$ cat config.mk
export PLATFORM = sky130hd
export DESIGN_NAME = sw16_rd
export DESIGN_NICKNAME = d
export VERILOG_FILES = /design/src/rtl/sw16_rd.sv
export SDC_FILE = /design/constraint.sdc
export NUM_CORES = 1
export LEC_CHECK = 0
export BUFFER_PORTS_ARGS = -buffer_cell sky130_fd_sc_hd__buf_4
export CORE_ASPECT_RATIO = 2
export CORE_MARGIN = 8
export CORE_UTILIZATION = 45
export CTS_BUF_LIST = sky130_fd_sc_hd__clkbuf_16
export CTS_CLUSTER_DIAMETER = 120
export DETAILED_ROUTE_END_ITERATION = 8
export PLACE_DENSITY = 0.73
export SYNTH_ARGS = -nofsm -noshare
export SYNTH_HDL_FRONTEND = slang
export SYNTH_HIERARCHICAL = 1
export SYNTH_SLANG_ARGS = --single-unit
export TNS_END_PERCENT = 100
$ cat constraint.sdc
create_clock -name clk -period 6.9 [get_ports clk]
set_input_delay 1.035 -clock clk [delete_from_list [all_inputs] [get_ports clk]]
set_output_delay 1.035 -clock clk [all_outputs]
set_load 0.05 [all_outputs]
$ cat src/rtl/sw16_rd.sv
// sw16_rd: 16-wide switch/button reader. It synchronizes each input, debounces it on a shared tick, and emits rise/fall/chg strobes.
// Define SW16_RD_EVLATCH_EN to add sticky per-bit event flags and irq. Without it, ev/irq are tied to 0.

module sw16_rd_bit #(
    parameter int STABLE_N = 3
) (
    input  logic clk,
    input  logic rst_n,
    input  logic s2,
    input  logic tick,
    output logic q,
    output logic rise,
    output logic fall,
    output logic acc
);
    logic [3:0] cnt;

    // acc marks the tick that completes qualification; the top ORs these into chg
    assign acc = (s2 != q) && tick && (cnt == 4'(STABLE_N - 1));

    always_ff @(posedge clk or negedge rst_n) begin
        if (!rst_n) begin
            cnt  <= '0;
            q    <= 1'b0;
            rise <= 1'b0;
            fall <= 1'b0;
        end else begin
            rise <= 1'b0;
            fall <= 1'b0;
            if (s2 == q) begin
                cnt <= '0;
            end else if (tick) begin
                if (acc) begin
                    q    <= s2;
                    cnt  <= '0;
                    rise <= s2;
                    fall <= ~s2;
                end else begin
                    cnt <= cnt + 4'd1;
                end
            end
        end
    end
endmodule

module sw16_rd #(
    parameter int TICK_DIV = 4,
    parameter int STABLE_N = 3,
    parameter int CNT_W    = 16
) (
    input  logic        clk,
    input  logic        rst_n,
    input  logic        en,
    input  logic [15:0] sw,
    output logic [15:0] sw_q,
    output logic [15:0] rise,
    output logic [15:0] fall,
    output logic        chg,
    input  logic [15:0] ev_clr,
    output logic [15:0] ev,
    output logic        irq
);
    localparam int NUM_LANES = 16;

    logic [NUM_LANES-1:0] s1, s2, acc;
    logic [CNT_W-1:0]     pcnt;
    logic                 tick;

    always_ff @(posedge clk or negedge rst_n) begin
        if (!rst_n) begin
            s1 <= '0;
            s2 <= '0;
        end else begin
            s1 <= sw;
            s2 <= s1;
        end
    end

    assign tick = en && (pcnt == CNT_W'(TICK_DIV - 1));

    // Holding the prescaler at 0 while disabled makes every resume start from a full tick period
    always_ff @(posedge clk or negedge rst_n) begin
        if (!rst_n)    pcnt <= '0;
        else if (!en)  pcnt <= '0;
        else if (tick) pcnt <= '0;
        else           pcnt <= pcnt + CNT_W'(1);
    end

    for (genvar i = 0; i < NUM_LANES; i++) begin : g_lane
        sw16_rd_bit #(.STABLE_N(STABLE_N)) u_bit (
            .clk  (clk),
            .rst_n(rst_n),
            .s2   (s2[i]),
            .tick (tick),
            .q    (sw_q[i]),
            .rise (rise[i]),
            .fall (fall[i]),
            .acc  (acc[i])
        );
    end

    always_ff @(posedge clk or negedge rst_n) begin
        if (!rst_n) chg <= 1'b0;
        else        chg <= |acc;
    end

`ifdef SW16_RD_EVLATCH_EN
    // A set arriving in the same cycle as its clear wins
    always_ff @(posedge clk or negedge rst_n) begin
        if (!rst_n) begin
            ev  <= '0;
            irq <= 1'b0;
        end else begin
            ev  <= (ev & ~ev_clr) | rise | fall;
            irq <= |ev;
        end
    end
`else
    logic ev_clr_unused;
    assign ev_clr_unused = ^ev_clr;
    assign ev  = '0;
    assign irq = 1'b0;
`endif
endmodule

-- Word-level counts from Yosys, hierarchy flattened
Cells that the tools add are included.
- bits in registers: 161
- bits in latches: 0
- bits in writable memories: 0
- memory bits (read-only): 0
- output and inout bits: 66
- memories kept: 0
- add/sub/neg operators: 17
- $mul: 0
- div/mod/pow operators: 0
- magnitude comparators: 0
- eq/ne operators: 49
- shifts and indexed selects: 0
- muxes and demuxes: 146
- bitwise gates (word level): 32
- reductions and logical operators: 66
- operators with widths (cell ; number):
    4-bit 2-to-1 mux ; 48
    1-bit 2-to-1 mux ; 96
    4-bit by 1-bit adder with 4-bit output, second input constant ; 16
    4-bit by 2-bit equality test with 1-bit output, second input constant ; 16
    3-bit AND reduction ; 16
    1-bit logical AND ; 33
    16-bit 2-to-1 mux ; 2
    1-bit NOT ; 32
    2-bit nonzero test ; 16
    16-bit by 1-bit adder with 16-bit output, second input constant ; 1
    1-bit equality test ; 16
    16-bit by 2-bit equality test with 1-bit output, second input constant ; 1
    1-bit inequality test ; 16
    16-bit OR reduction ; 1

-- Depth between registers and ports, before layout
- depth after elaboration: 7
- gate-level depth with buffers: 7
- mapped depth without buffers: 7

-- By module
Netlist, hierarchy kept.
- modules (own cells, without submodules) (module ; times used ; cells each ; area each (um^2)):
    sw16_rd_bit ; 16 ; 32 ; 359.1
    sw16_rd ; 1 ; 136 ; 1780.5

-- Worst setup path after synthesis
Ideal clock, no wire load.
- path type: in2reg
- start point: input en
- end point: register g_lane[0].u_bit.cnt[2]
- library setup time: 0.078 ns
- data arrival time: 3.622 ns
- slack: 3.199 ns
- stages on the path: 6
- cells stage by stage: and4bb_2 nand4_1 inv_1 nand2_1 a211o_1 a21oi_1
- longest elaborated chain between the ends: 6
- elaborated cells on any way between the ends: 7
- ends and longest elaborated chain (what ; line ; text):
    start, declared ; 53 ; input logic en,
    1-bit logical AND * ; 79 ; assign tick = en && (pcnt == CNT_W'(TICK_DIV - 1));
    net tick ; 67 ; logic tick;
    1-bit logical AND (2 in series) ; 19 ; assign acc = (s2 != q) && tick && (cnt == 4'(STABLE_N - 1));
    4-bit 2-to-1 mux ; 33 ; if (acc) begin
    4-bit 2-to-1 mux ; 32 ; end else if (tick) begin
    4-bit 2-to-1 mux ; 30 ; if (s2 == q) begin
    end signal, assigned ; 39 ; cnt <= cnt + 4'd1;
    end, declared ; 16 ; logic [3:0] cnt;
Mark *: on every way through the listed nets, which the timed path passes. The rest lies on a longest branch. The select of a mux whose other input is x is not followed.
A chain may end at the register's enable or synchronous reset.

-- Final worst setup path
- start point: input en
- end point: register chg
- longest elaborated chain between the ends: 4
- elaborated cells on any way between the ends: 34
- ends and longest elaborated chain (what ; line ; text):
    1-bit logical AND ; 79 ;
    net tick ; 67 ;
    1-bit logical AND (2 in series) ; 19 ;
    net acc[1] ; 65 ; logic [NUM_LANES-1:0] s1, s2, acc;
    16-bit OR reduction ; 104 ; else chg <= |acc;
    end signal, assigned ; 104 ;
    end, declared ; 58 ; output logic chg,
The timed path passes the listed nets, and every way through them passes these cells.

==> metrics.yaml <==
status: "complete, no violations"
ir_worst_vdd_mv: 0.158
core_um2: 16600
numCtsBuffers: 17
fp.dieW_um: 107
avgSynthCellArea_um2: 11.6
via_per_inst: 5.05
grt_max_degree: 98
clock_skew_ns: 0.00843
yosys_warnings: 6
root_buffer: "clkbuf_16"
synth_seq_cells: 161
drive_gt1_share_pct: 22.3
antenna_left: 0
clockBufferDepth: 2
die_h_um: 199
cts.repair.resized: 0
hold_viol: 0
slew_headroom_pct: 42.2
place_hpwl_mm: 9.42
io_buffer_count: 67
totalWireLength_mm: 13.6
grt_pass1_wl_mm: 24.3
fill_cells: 1438
ctsHoldBuffers: 0
rsz0062_at_grt: "false"
setup.worst_path.end_class: "flip-flop"
crit_path_top_delay_cell: "nor4_1"
maxCapViolCount: 0
start_kind: "input pin"
drc: 0
synth_cell_type_count: 32
leakagePower_nw: 4.16
drt_iter0_markers: 227
setup_violations: 0
syn_to_final_growth_pct: 16.9
ys_seq_area_share_pct: 53.5
power_frac_seq_pct: 50.2
htreeDepth: 4
grt_pass1_vias: 5133
combinationalPowerShare_pct: 4.4
antennaDiodeCount: 0
syn-cell-area_um2: 7530
overflow: 0
path_class: "in -> reg"
finalSetupTns_ns: 0
initial_core_util_pct: 45.3
utilization_pct: 53.0
p_sw_w: 0.000439
grt_antenna_before_repair: 0
synth-edff-count: 0
pin_count: 101
synth_cells: 648
first_pass_iters: 4
wl_per_cell_um: 14.3
tritoncts: "yes"
max_stage_delay_ns: 0.73
worstMarginPinSlew_ns: 0.868
synthFlopType: "dfrtp_1"
postCtsSetupBuffers: 0
final_max_slew_viol_count: 0
layout.nets: 803
fin_crit_sh_pct: 44.8
path_max_fanout: 47
max_freq_mhz: 324
vias: 4815
switching_share_pct: 22.6
hp-class: "reg -> reg"
critPathArrivalTime_ns: 3.34
path_common_cell: "nand4_1"
synthArstFlopShare_pct: 100
track_usage_pct: 13.9
place_ws_ns: 3.42
std_cell_rows: 67
dieArea_um2: 21400
power.density_nw_per_um2: 221
stdcell_count: 953
internal-power_w: 0.00150
setup_ws_ns: 3.81
clock-sinks: 161
gp_congestion: 0.799
insertion_delay_ns: 0.41
clkPwrFrac_pct: 45.4
placed_cells: 923
crit_required_ns: 7.15
final.min_clock_period_ns: 3.09
clk_pin_slew_worst_paths_ns: 0.06
path_cells: "buf_4 -> and4bb_2 -> nand4_1 -> clkinv_2 -> and3_2 -> nor4_1 -> nand4_1"
-- worst max-delay path, delay by kind of cell --
| family | cells | cell delay (ns) |
|---|---|---|
| and+or+nand+nor | 5 | 1.67 |
| buffers and inverters | 2 | 0.60 |
-- layout make-up --
| class | count | area [µm²] | area share (%) |
|---|---|---|---|
| clock inverter | 13 | 125 | 1.42 |
| multi-input combinational | 449 | 3290 | 37.4 |
| sequential | 161 | 4030 | 45.8 |
| tap | 207 | 259 | 2.94 |
| inverter | 36 | 136 | 1.55 |
| timing repair buffer | 70 | 529 | 6.02 |
| clock buffer | 17 | 425 | 4.84 |
-- kinds of logic (layout without fill, tap and decap cells) --
logic type | after synthesis | in the layout | synth area share [%]
AO/OA/AOI/OAI | 68 | 68 | 5.85
XOR/XNOR | 60 | 60 | 6.98
adder cells (fa/ha/maj) | 33 | 33 | 5.49
buffers and inverters | 54 | 136 | 3.54
flip-flops | 161 | 161 | 53.5
multiplexers | 16 | 16 | 3.19
other | 1 | 17 | 0.0498
AND/OR/NAND/NOR | 255 | 255 | 21.4
-- layout by cell type, fill, tap and decap left out, types with 4 or more instances in the layout --
cell type and n:
dfrtp_1 161, buf_4 69, xnor2_1 41, inv_1 37, nand2_1 35, a21oi_1 34, ha_1 33, nor2_1 31
nand4_1 19, xor2_1 19, nor3_1 17, and3_2 17, conb_1 17, clkbuf_16 17, nor3b_2 16, nand2_2 16
and2_1 16, a211o_1 16, nor3b_1 16, nor2b_1 16, o21a_1 16, or3b_1 16, nand2b_1 16, mux2_4 16
nor4_1 10, nand3_1 7, clkinv_2 4, clkinvlp_4 4
-- final timing paths --
check,start,endpoint,slack [ns],cells past startpoint
worst min register to register,s1[4],s2[4],0.34,0
worst max-delay path,en,chg,3.81,7
worst max register to register,pcnt[0],chg,3.84,7
worst min-delay path,s1[4],s2[4],0.34,0
max in group asynchronous,rst_n,g_lane[7].u_bit/cnt[3],4.82,2
min in group asynchronous,rst_n,g_lane[15].u_bit/cnt[0],0.68,1
-- power by group through the flow --
| stage | registers [W] | logic [W] | clock network (W) |
|---|---|---|---|
| after floorplan | 0.000989 | 0.0000590 | 0 |
| after global placement | 0.000991 | 0.0000852 | 0 |
| after detailed placement | 0.000992 | 0.0000868 | 0 |
| after CTS | 0.000975 | 0.0000874 | 0.000907 |
| after global routing | 0.000977 | 0.0000969 | 0.000948 |
| final | 0.000975 | 0.0000855 | 0.000883 |
-- through the flow --
stage          total power (W)  hold WS (ns)  area, µm²
4_1_cts                0.00197         0.346       8790
3_3_place_gp           0.00108         0.332       8240
5_1_grt                0.00202         0.355       8790
3_5_place_dp           0.00108         0.335       8240
2_1_floorplan          0.00105         0.331       7590
6_report               0.00194         0.341       8790
-- cell usage after synthesis (17+ instances only) --
library cell  count  area (µm²)
buf_4            17         128
a21oi_1          34         170
ha_1             33         413
inv_1            36         135
nor3_1           17        85.1
nor2_1           31         116
and3_2           17         128
xor2_1           19         166
dfrtp_1         161        4030
nand4_1          19         119
xnor2_1          41         359
nand2_1          35         131
-- state kept, by name (all words and copies together), names as in the netlist --
register,cells
g_lane.u_bit/q,16
g_lane.u_bit/cnt,64
chg,1
pcnt,16
g_lane.u_bit/fall,16
s1,16
g_lane.u_bit/rise,16
s2,16
-- metal layers --
metal	share of wire, %	global-route usage (%)	vias to the layer above
li1	-	-	2361
met1	45	17.6	2358
met2	49	22.5	77
met3	4.8	3.47	19
met4	1.4	4.81	0
met5	0	0	-
Power figures use the tool's default switching activity.
